File: src/rtl/conv1d_job_sequencer.sv
// conv1d_job_sequencer: runs one 1-D convolution job on the systolic datapath.
// It checks the job config, pulses the datapath clear, and streams the kernel taps.
// It then streams the samples and counts results until done or a drain timeout.
// The host-side valid/ready streams are converted into the datapath's one-cycle load/valid strobes.
module conv1d_job_sequencer #(
    parameter int NUM_PE        = 16,
    parameter int DATA_WIDTH    = 8,
    parameter int LEN_WIDTH     = 16,
    parameter int DRAIN_TIMEOUT = 64
) (
    input  logic                  clk,
    input  logic                  reset_n,
    input  logic                  start,
    input  logic [4:0]            cfg_taps,
    input  logic [LEN_WIDTH-1:0]  cfg_len,
    output logic                  busy,
    output logic                  done,
    output logic                  err_cfg,
    output logic                  err_timeout,
    input  logic                  k_valid,
    output logic                  k_ready,
    input  logic [DATA_WIDTH-1:0] k_data,
    input  logic                  s_valid,
    output logic                  s_ready,
    input  logic [DATA_WIDTH-1:0] s_data,
    output logic                  conv_clear,
    output logic [4:0]            conv_active_pe_count,
    output logic                  conv_kernel_load,
    output logic [DATA_WIDTH-1:0] conv_kernel_value,
    output logic [DATA_WIDTH-1:0] conv_x_in,
    output logic                  conv_x_valid,
    input  logic [DATA_WIDTH-1:0] conv_y_out,
    input  logic                  conv_y_valid,
    output logic                  m_valid,
    output logic [DATA_WIDTH-1:0] m_data,
    output logic [LEN_WIDTH-1:0]  out_count
);

    localparam logic [2:0] S_IDLE   = 3'd0;
    localparam logic [2:0] S_CLEAR  = 3'd1;
    localparam logic [2:0] S_LOAD_K = 3'd2;
    localparam logic [2:0] S_STREAM = 3'd3;
    localparam logic [2:0] S_DRAIN  = 3'd4;

    localparam int IDLE_W = $clog2(DRAIN_TIMEOUT + 1);

    logic [2:0]            state_q, state_d;
    logic [4:0]            taps_q, taps_d;
    logic [LEN_WIDTH-1:0]  len_q, len_d;
    logic [4:0]            kcnt_q, kcnt_d;
    logic [LEN_WIDTH-1:0]  scnt_q, scnt_d;
    logic [LEN_WIDTH-1:0]  out_count_q, out_count_d;
    logic [IDLE_W-1:0]     idle_q, idle_d;
    logic                  done_q, done_d;
    logic                  err_cfg_q, err_cfg_d;
    logic                  err_timeout_q, err_timeout_d;
    logic                  kload_q, kload_d;
    logic [DATA_WIDTH-1:0] kval_q, kval_d;
    logic                  xval_q, xval_d;
    logic [DATA_WIDTH-1:0] xin_q, xin_d;
    logic                  m_valid_q, m_valid_d;
    logic [DATA_WIDTH-1:0] m_data_q, m_data_d;

    logic                  k_hs;
    logic                  s_hs;
    logic                  cfg_bad;
    logic                  job_complete;
    logic [LEN_WIDTH-1:0]  target;

    assign busy    = (state_q != S_IDLE);
    assign k_ready = (state_q == S_LOAD_K);
    assign s_ready = (state_q == S_STREAM);
    assign k_hs    = k_valid && k_ready;
    assign s_hs    = s_valid && s_ready;

    // Illegal: no taps, more taps than PEs, or fewer samples than taps.
    assign cfg_bad = (cfg_taps == 5'd0) || (int'(cfg_taps) > NUM_PE) ||
                     (cfg_len < LEN_WIDTH'(cfg_taps));

    // A valid convolution of len samples with taps coefficients yields len-taps+1 outputs.
    assign target       = len_q - LEN_WIDTH'(taps_q) + LEN_WIDTH'(1);
    assign job_complete = (out_count_q == target);

    assign done                 = done_q;
    assign err_cfg              = err_cfg_q;
    assign err_timeout          = err_timeout_q;
    assign conv_clear           = (state_q == S_CLEAR);
    assign conv_active_pe_count = taps_q;
    assign conv_kernel_load     = kload_q;
    assign conv_kernel_value    = kval_q;
    assign conv_x_in            = xin_q;
    assign conv_x_valid         = xval_q;
    assign m_valid              = m_valid_q;
    assign m_data               = m_data_q;
    assign out_count            = out_count_q;

    // Next-state logic for the job FSM, stream-to-strobe conversion and result counting.
    always_comb begin
        state_d       = state_q;
        taps_d        = taps_q;
        len_d         = len_q;
        kcnt_d        = kcnt_q;
        scnt_d        = scnt_q;
        out_count_d   = out_count_q;
        idle_d        = idle_q;
        done_d        = 1'b0;
        err_cfg_d     = 1'b0;
        err_timeout_d = 1'b0;
        kload_d       = k_hs;
        kval_d        = k_hs ? k_data : kval_q;
        xval_d        = s_hs;
        xin_d         = s_hs ? s_data : xin_q;
        m_valid_d     = conv_y_valid;
        m_data_d      = conv_y_out;

        // Results arriving while idle are forwarded but belong to no job.
        if (conv_y_valid && busy && (out_count_q != '1)) begin
            out_count_d = out_count_q + LEN_WIDTH'(1);
        end

        case (state_q)
            S_IDLE: begin
                if (start) begin
                    if (cfg_bad) begin
                        err_cfg_d = 1'b1;
                    end else begin
                        taps_d      = cfg_taps;
                        len_d       = cfg_len;
                        out_count_d = '0;
                        state_d     = S_CLEAR;
                    end
                end
            end
            S_CLEAR: begin
                kcnt_d  = '0;
                scnt_d  = '0;
                idle_d  = '0;
                state_d = S_LOAD_K;
            end
            S_LOAD_K: begin
                if (k_hs) begin
                    kcnt_d = kcnt_q + 5'd1;
                    if ((kcnt_q + 5'd1) == taps_q) begin
                        state_d = S_STREAM;
                    end
                end
            end
            S_STREAM: begin
                if (job_complete) begin
                    done_d  = 1'b1;
                    state_d = S_IDLE;
                end else if (s_hs) begin
                    scnt_d = scnt_q + LEN_WIDTH'(1);
                    if ((scnt_q + LEN_WIDTH'(1)) == len_q) begin
                        idle_d  = '0;
                        state_d = S_DRAIN;
                    end
                end
            end
            S_DRAIN: begin
                if (job_complete) begin
                    done_d  = 1'b1;
                    state_d = S_IDLE;
                end else if (conv_y_valid) begin
                    idle_d = '0;
                end else if (idle_q == IDLE_W'(DRAIN_TIMEOUT - 1)) begin
                    err_timeout_d = 1'b1;
                    state_d       = S_IDLE;
                end else begin
                    idle_d = idle_q + IDLE_W'(1);
                end
            end
            default: begin
                state_d = S_IDLE;
            end
        endcase
    end

    // State and output registers; reset aborts any job silently.
    always_ff @(posedge clk or negedge reset_n) begin
        if (!reset_n) begin
            state_q       <= S_IDLE;
            taps_q        <= '0;
            len_q         <= '0;
            kcnt_q        <= '0;
            scnt_q        <= '0;
            out_count_q   <= '0;
            idle_q        <= '0;
            done_q        <= 1'b0;
            err_cfg_q     <= 1'b0;
            err_timeout_q <= 1'b0;
            kload_q       <= 1'b0;
            kval_q        <= '0;
            xval_q        <= 1'b0;
            xin_q         <= '0;
            m_valid_q     <= 1'b0;
            m_data_q      <= '0;
        end else begin
            state_q       <= state_d;
            taps_q        <= taps_d;
            len_q         <= len_d;
            kcnt_q        <= kcnt_d;
            scnt_q        <= scnt_d;
            out_count_q   <= out_count_d;
            idle_q        <= idle_d;
            done_q        <= done_d;
            err_cfg_q     <= err_cfg_d;
            err_timeout_q <= err_timeout_d;
            kload_q       <= kload_d;
            kval_q        <= kval_d;
            xval_q        <= xval_d;
            xin_q         <= xin_d;
            m_valid_q     <= m_valid_d;
            m_data_q      <= m_data_d;
        end
    end

endmodule

File: config.mk
export PLATFORM = sky130hd
export DESIGN_NAME = conv1d_job_sequencer
export DESIGN_NICKNAME = d
export VERILOG_FILES = /design/src/rtl/conv1d_job_sequencer.sv
export SDC_FILE = /design/constraint.sdc
export NUM_CORES = 1
export LEC_CHECK = 0
export CORE_ASPECT_RATIO = 2
export CORE_MARGIN = 2
export CORE_UTILIZATION = 28
export CTS_CLUSTER_DIAMETER = 150
export DETAILED_ROUTE_END_ITERATION = 6
export GPL_ROUTABILITY_DRIVEN = 0
export HOLD_SLACK_MARGIN = 0.06
export SLEW_MARGIN = 20
export SYNTH_ARGS = -nofsm -noshare
export SYNTH_HDL_FRONTEND = slang
export SYNTH_SLANG_ARGS = --single-unit
File: constraint.sdc
create_clock -name clk -period 4.5 [get_ports clk]
set_input_delay 0.9 -clock clk [delete_from_list [all_inputs] [get_ports clk]]
set_output_delay 0.9 -clock clk [all_outputs]
set_load 0.01 [all_outputs]
==> qor.txt <==
YOSYS
-------------------------------------------------------------------------------------------------
Flop and latch count out of synthesis ..............................................           98
Number of distinct library cell variants in the gate-level netlist after synthesis .           65
Warnings, synthesis ................................................................            0
Area share of the leading cell type in the synthesized netlist .....................        40.7%
Top-count cell post-synth .......................................................... sky130_fd_sc_hd__dfrtp_1
Avg Inst Size Synth ................................................................    9.31 um^2
Synthesized instance count .........................................................          648
Main area contributors after synthesis ............................................. sky130_fd_sc_hd__dfrtp_1 (41%), sky130_fd_sc_hd__xnor2_1 (6.2%), sky130_fd_sc_hd__ha_1 (5.6%), sky130_fd_sc_hd__nand2_1 (5.1%), sky130_fd_sc_hd__xor2_1 (3.6%)
Cell type contributing the most total cell area after synthesis .................... sky130_fd_sc_hd__dfrtp_1
Count of flip-flops with a built-in enable after synthesis .........................            0
Share of flip-flops with an asynchronous set or reset ..............................         100%
Number of nets in the synthesized netlist ..........................................          727
Total standard cell area after synthesis ...........................................    6030 um^2
Most common library cells after synthesis .......................................... sky130_fd_sc_hd__dfrtp_1 (98), sky130_fd_sc_hd__nand2_1 (82), sky130_fd_sc_hd__nor2_1 (49)
Portion of the post-synthesis area used by sequential elements .....................        40.7%
Post-synth top flop ................................................................ sky130_fd_sc_hd__dfrtp_1

POWER AND IR DROP
-------------------------------------------------------------------------------------------------
Switching part of the total power ..................................................        42.4%
Peak supply drop ...................................................................   0.000268 V
Total Power Consumption ............................................................    0.00518 W
Internal Dissipation ...............................................................    0.00298 W
Relative contribution of the clock network to total power ..........................        16.2%
Areal power density over the cells .................................................  672 nW/um^2
Combinational fraction of design power .............................................        57.3%
Net switching power ................................................................    0.00219 W
Standby leakage power ..............................................................      3.37 nW
Seq pwr share ......................................................................        26.4%

OUTCOME
-------------------------------------------------------------------------------------------------
Status ............................................................................. finished, final reports clean

DRT
-------------------------------------------------------------------------------------------------
Post-route met1 wirelength .........................................................      7490 um
Total routed wirelength ............................................................    15,800 um
First drt pass iteration count .....................................................            7
Number of antenna-violating nets in the routed design ..............................            0
Via-per-instance ratio .............................................................         4.98
Wire length on met2 ................................................................      6970 um
Routed WL per cell .................................................................      15.4 um
Met3 wire length ...................................................................      1140 um
Via count ..........................................................................        5,117
Uppermost layer routed .............................................................         met4
Number of design rule violations left after detail routing .........................            0
DRC violation total after the first TritonRoute iteration ..........................          284

STA
-------------------------------------------------------------------------------------------------
Number of failing setup endpoints in the final timing report .......................            0
Number of hold violations in the final report ......................................            0
Final-layout setup total negative slack ............................................         0 ns
Headroom to the max-slew limit .....................................................        52.5%
RSZ-0062 raised after global routing ...............................................           no
Final number of max-transition violations ..........................................            0
Slew of the pin with the lowest slew margin ........................................     0.713 ns
Final Cycle Share ..................................................................        96.7%
Highest clock frequency the design can meet ........................................    0.230 GHz
Fin Clk Skew .......................................................................    0.0133 ns
Worst hold margin ..................................................................     0.477 ns
Crit path time final ...............................................................      4.35 ns

CELLS AND AREA
-------------------------------------------------------------------------------------------------
# diodes ...........................................................................            0
Storage cell area ..................................................................    2450 um^2
Share of post-route cells with drive strength above 1 ..............................        7.96%
Nets@finish ........................................................................          828
Multi-input logic area .............................................................    3330 um^2
Synthesis-to-finish area growth ....................................................        27.8%
Filler instances ...................................................................        2,189

GLOBAL ROUTE
-------------------------------------------------------------------------------------------------
Via count of the first global-routing pass .........................................        4,914
Antenna violations before repair ...................................................            0
GR Overflow Total ..................................................................            0
Largest net degree at the start of global routing ..................................           76
Total track usage ..................................................................        14.0%
Wire length of the first global-routing pass .......................................    25,400 um

WORST SETUP PATH
-------------------------------------------------------------------------------------------------
Required time of the critical path .................................................      4.78 ns
FF-to-FF Start .....................................................................     len_q[1]
Slowest stage cell, crit path ...................................................... sky130_fd_sc_hd__or4_1
Type of element capturing the critical path ........................................         flop
Worst flop-to-flop path endpoint ...................................................    idle_q[6]
Launch point of the critical path ..................................................     len_q[1]
Category of the most critical setup path ...........................................   reg -> reg
Crit path max fanout ...............................................................           11
Cells along the critical path ...................................................... inv_1 > ha_1 > inv_1 > ha_1 > fa_1 > a21o_1 > a311o_1 > o211ai_1 > mux2_2 > or4_1 > or4_4 > and3_2 > nor3_4 > buf_4 > o21a_1
Slowest Stage Delay on Critical Path ...............................................      0.55 ns
Worst reg2reg setup slack ..........................................................      0.15 ns
Sort of element at the start of the critical path ..................................         flop
CP arrival .........................................................................      4.63 ns
Depth of the worst register-to-register path .......................................           15

CLOCKING
-------------------------------------------------------------------------------------------------
Count of instances resized after the clock tree is built ...........................            0
Hold-fix buffers at CTS ............................................................            0
Sinks on the clock net .............................................................           98
Clock tree root buffer cell ........................................................ sky130_fd_sc_hd__clkbuf_16
Clock tree from TritonCTS ..........................................................         done
CTS clock-pin slew for the worst setup and hold paths ..............................      0.07 ns
Buffers from clock root to sink, at most ...........................................            2
Clock Latency Late Sink ............................................................      0.35 ns
TritonCTS buffer count .............................................................            9
CTS H-tree depth ...................................................................            3

FLOORPLAN
-------------------------------------------------------------------------------------------------
Vertical die dimension .............................................................       212 um
Die outline area ...................................................................  22,800 um^2
Die extent in x ....................................................................       108 um
# rows .............................................................................           76
Floorplan core area ................................................................  21,300 um^2
Number of top-level pins ...........................................................          106
Initial Util .......................................................................        28.3%

HOLD PATH
-------------------------------------------------------------------------------------------------
Hold path depth ....................................................................            2
Class of the most critical hold timing path ........................................   reg -> reg
Hold Crit Start .................................................................... conv_kernel_value[5]
Endpoint, Worst Hold ............................................................... conv_kernel_value[5]

PLACED DESIGN
-------------------------------------------------------------------------------------------------
DP Wirelength ......................................................................    12,100 um
Port Buf Inserts ...................................................................          105

JOB
-------------------------------------------------------------------------------------------------
Number of maximum-capacitance violations ...........................................            0

## area by class of cell
class / instances / area share, %
multi-input combinational: 488 / 43.3
tap: 273 / 4.43
clock inverter: 4 / 0.958
sequential: 98 / 31.8
timing repair buffer: 113 / 14.4
inverter: 39 / 1.90
clock buffer: 12 / 3.20
## flip-flops by register name, indices dropped and copies added, names as in the netlist, 3 cells and up
signal / cells
conv_kernel_value: 8
scnt_q: 16
kcnt_q: 5
conv_x_in: 8
m_data: 8
out_count: 16
conv_active_pe_count: 5
state_q: 3
idle_q: 7
len_q: 16
## timing repair
action / CTS / global route
endpoints found under the setup margin: 0 / 1
setup buffers: 0 / 1
endpoints found under the hold margin: 0 / 0
## critical path, delay by kind of cell (launching register included)
family / cells / cell delay [ns]
AO/OA/AOI/OAI: 4 / 0.83
adder cells (fa/ha/maj): 3 / 0.89
buffers and inverters: 3 / 0.28
flip-flops: 1 / 0.38
multiplexers: 1 / 0.35
AND/OR/NAND/NOR: 4 / 1.54
## cells in the final DEF (no fill, tap or decap), drive strengths merged, types with 18 or more instances in the layout
master / instances
nand3: 27
xnor2: 43
nand2: 82
xor2: 25
inv: 40
o21ai: 38
clkdlybuf4s50: 104
mux2: 18
nor2: 49
a21oi: 20
ha: 27
dfrtp: 98
## cell families after synthesis
family | Yosys count | synth area share [%]
compound gates | 129 | 15.5
xor+xnor | 68 | 9.88
fa+ha+maj | 28 | 5.93
buf+inv | 62 | 4.19
flops | 98 | 40.7
mux | 25 | 4.52
simple gates | 238 | 19.3
## power by group through the flow
stage / logic [W] / registers [W] / clock network (W)
detailed placement: 0.00293 / 0.00138 / 0
global route: 0.00326 / 0.00141 / 0.000900
finish: 0.00297 / 0.00137 / 0.000841
floorplan: 0.00205 / 0.00137 / 0
CTS: 0.00295 / 0.00137 / 0.000865
global placement: 0.00291 / 0.00137 / 0
## per-stage QoR
stage / instances / area [um^2] / util (%) / worst slack, ns
floorplan: 648 / 6030 / - / 0.368
global placement: 1010 / 7370 / 34.6 / 0.233
detailed placement: 1010 / 7370 / 34.6 / 0.119
CTS: 1026 / 7690 / 36.1 / 0.107
global route: 1027 / 7710 / 36.2 / 0.0275
finish: 1027 / 7710 / 36.2 / 0.150
## per-layer routing
metal  up-vias  GRT usage, %
met4         0          3.89
met5         -             0
li1       2514             -
met2       196          21.1
met1      2393          19.8
met3        14          3.79
## worst max-delay path by stage
stage | to | depth (start not counted) | slack (ns)
after floorplan | idle_q[1] | 14 | 0.37
after global placement | idle_q[1] | 13 | 0.23
after detailed placement | idle_q[1] | 13 | 0.12
after CTS | idle_q[1] | 13 | 0.11
after global routing | idle_q[6] | 15 | 0.03
final | idle_q[6] | 15 | 0.15
Power figures use the tool's default switching activity.
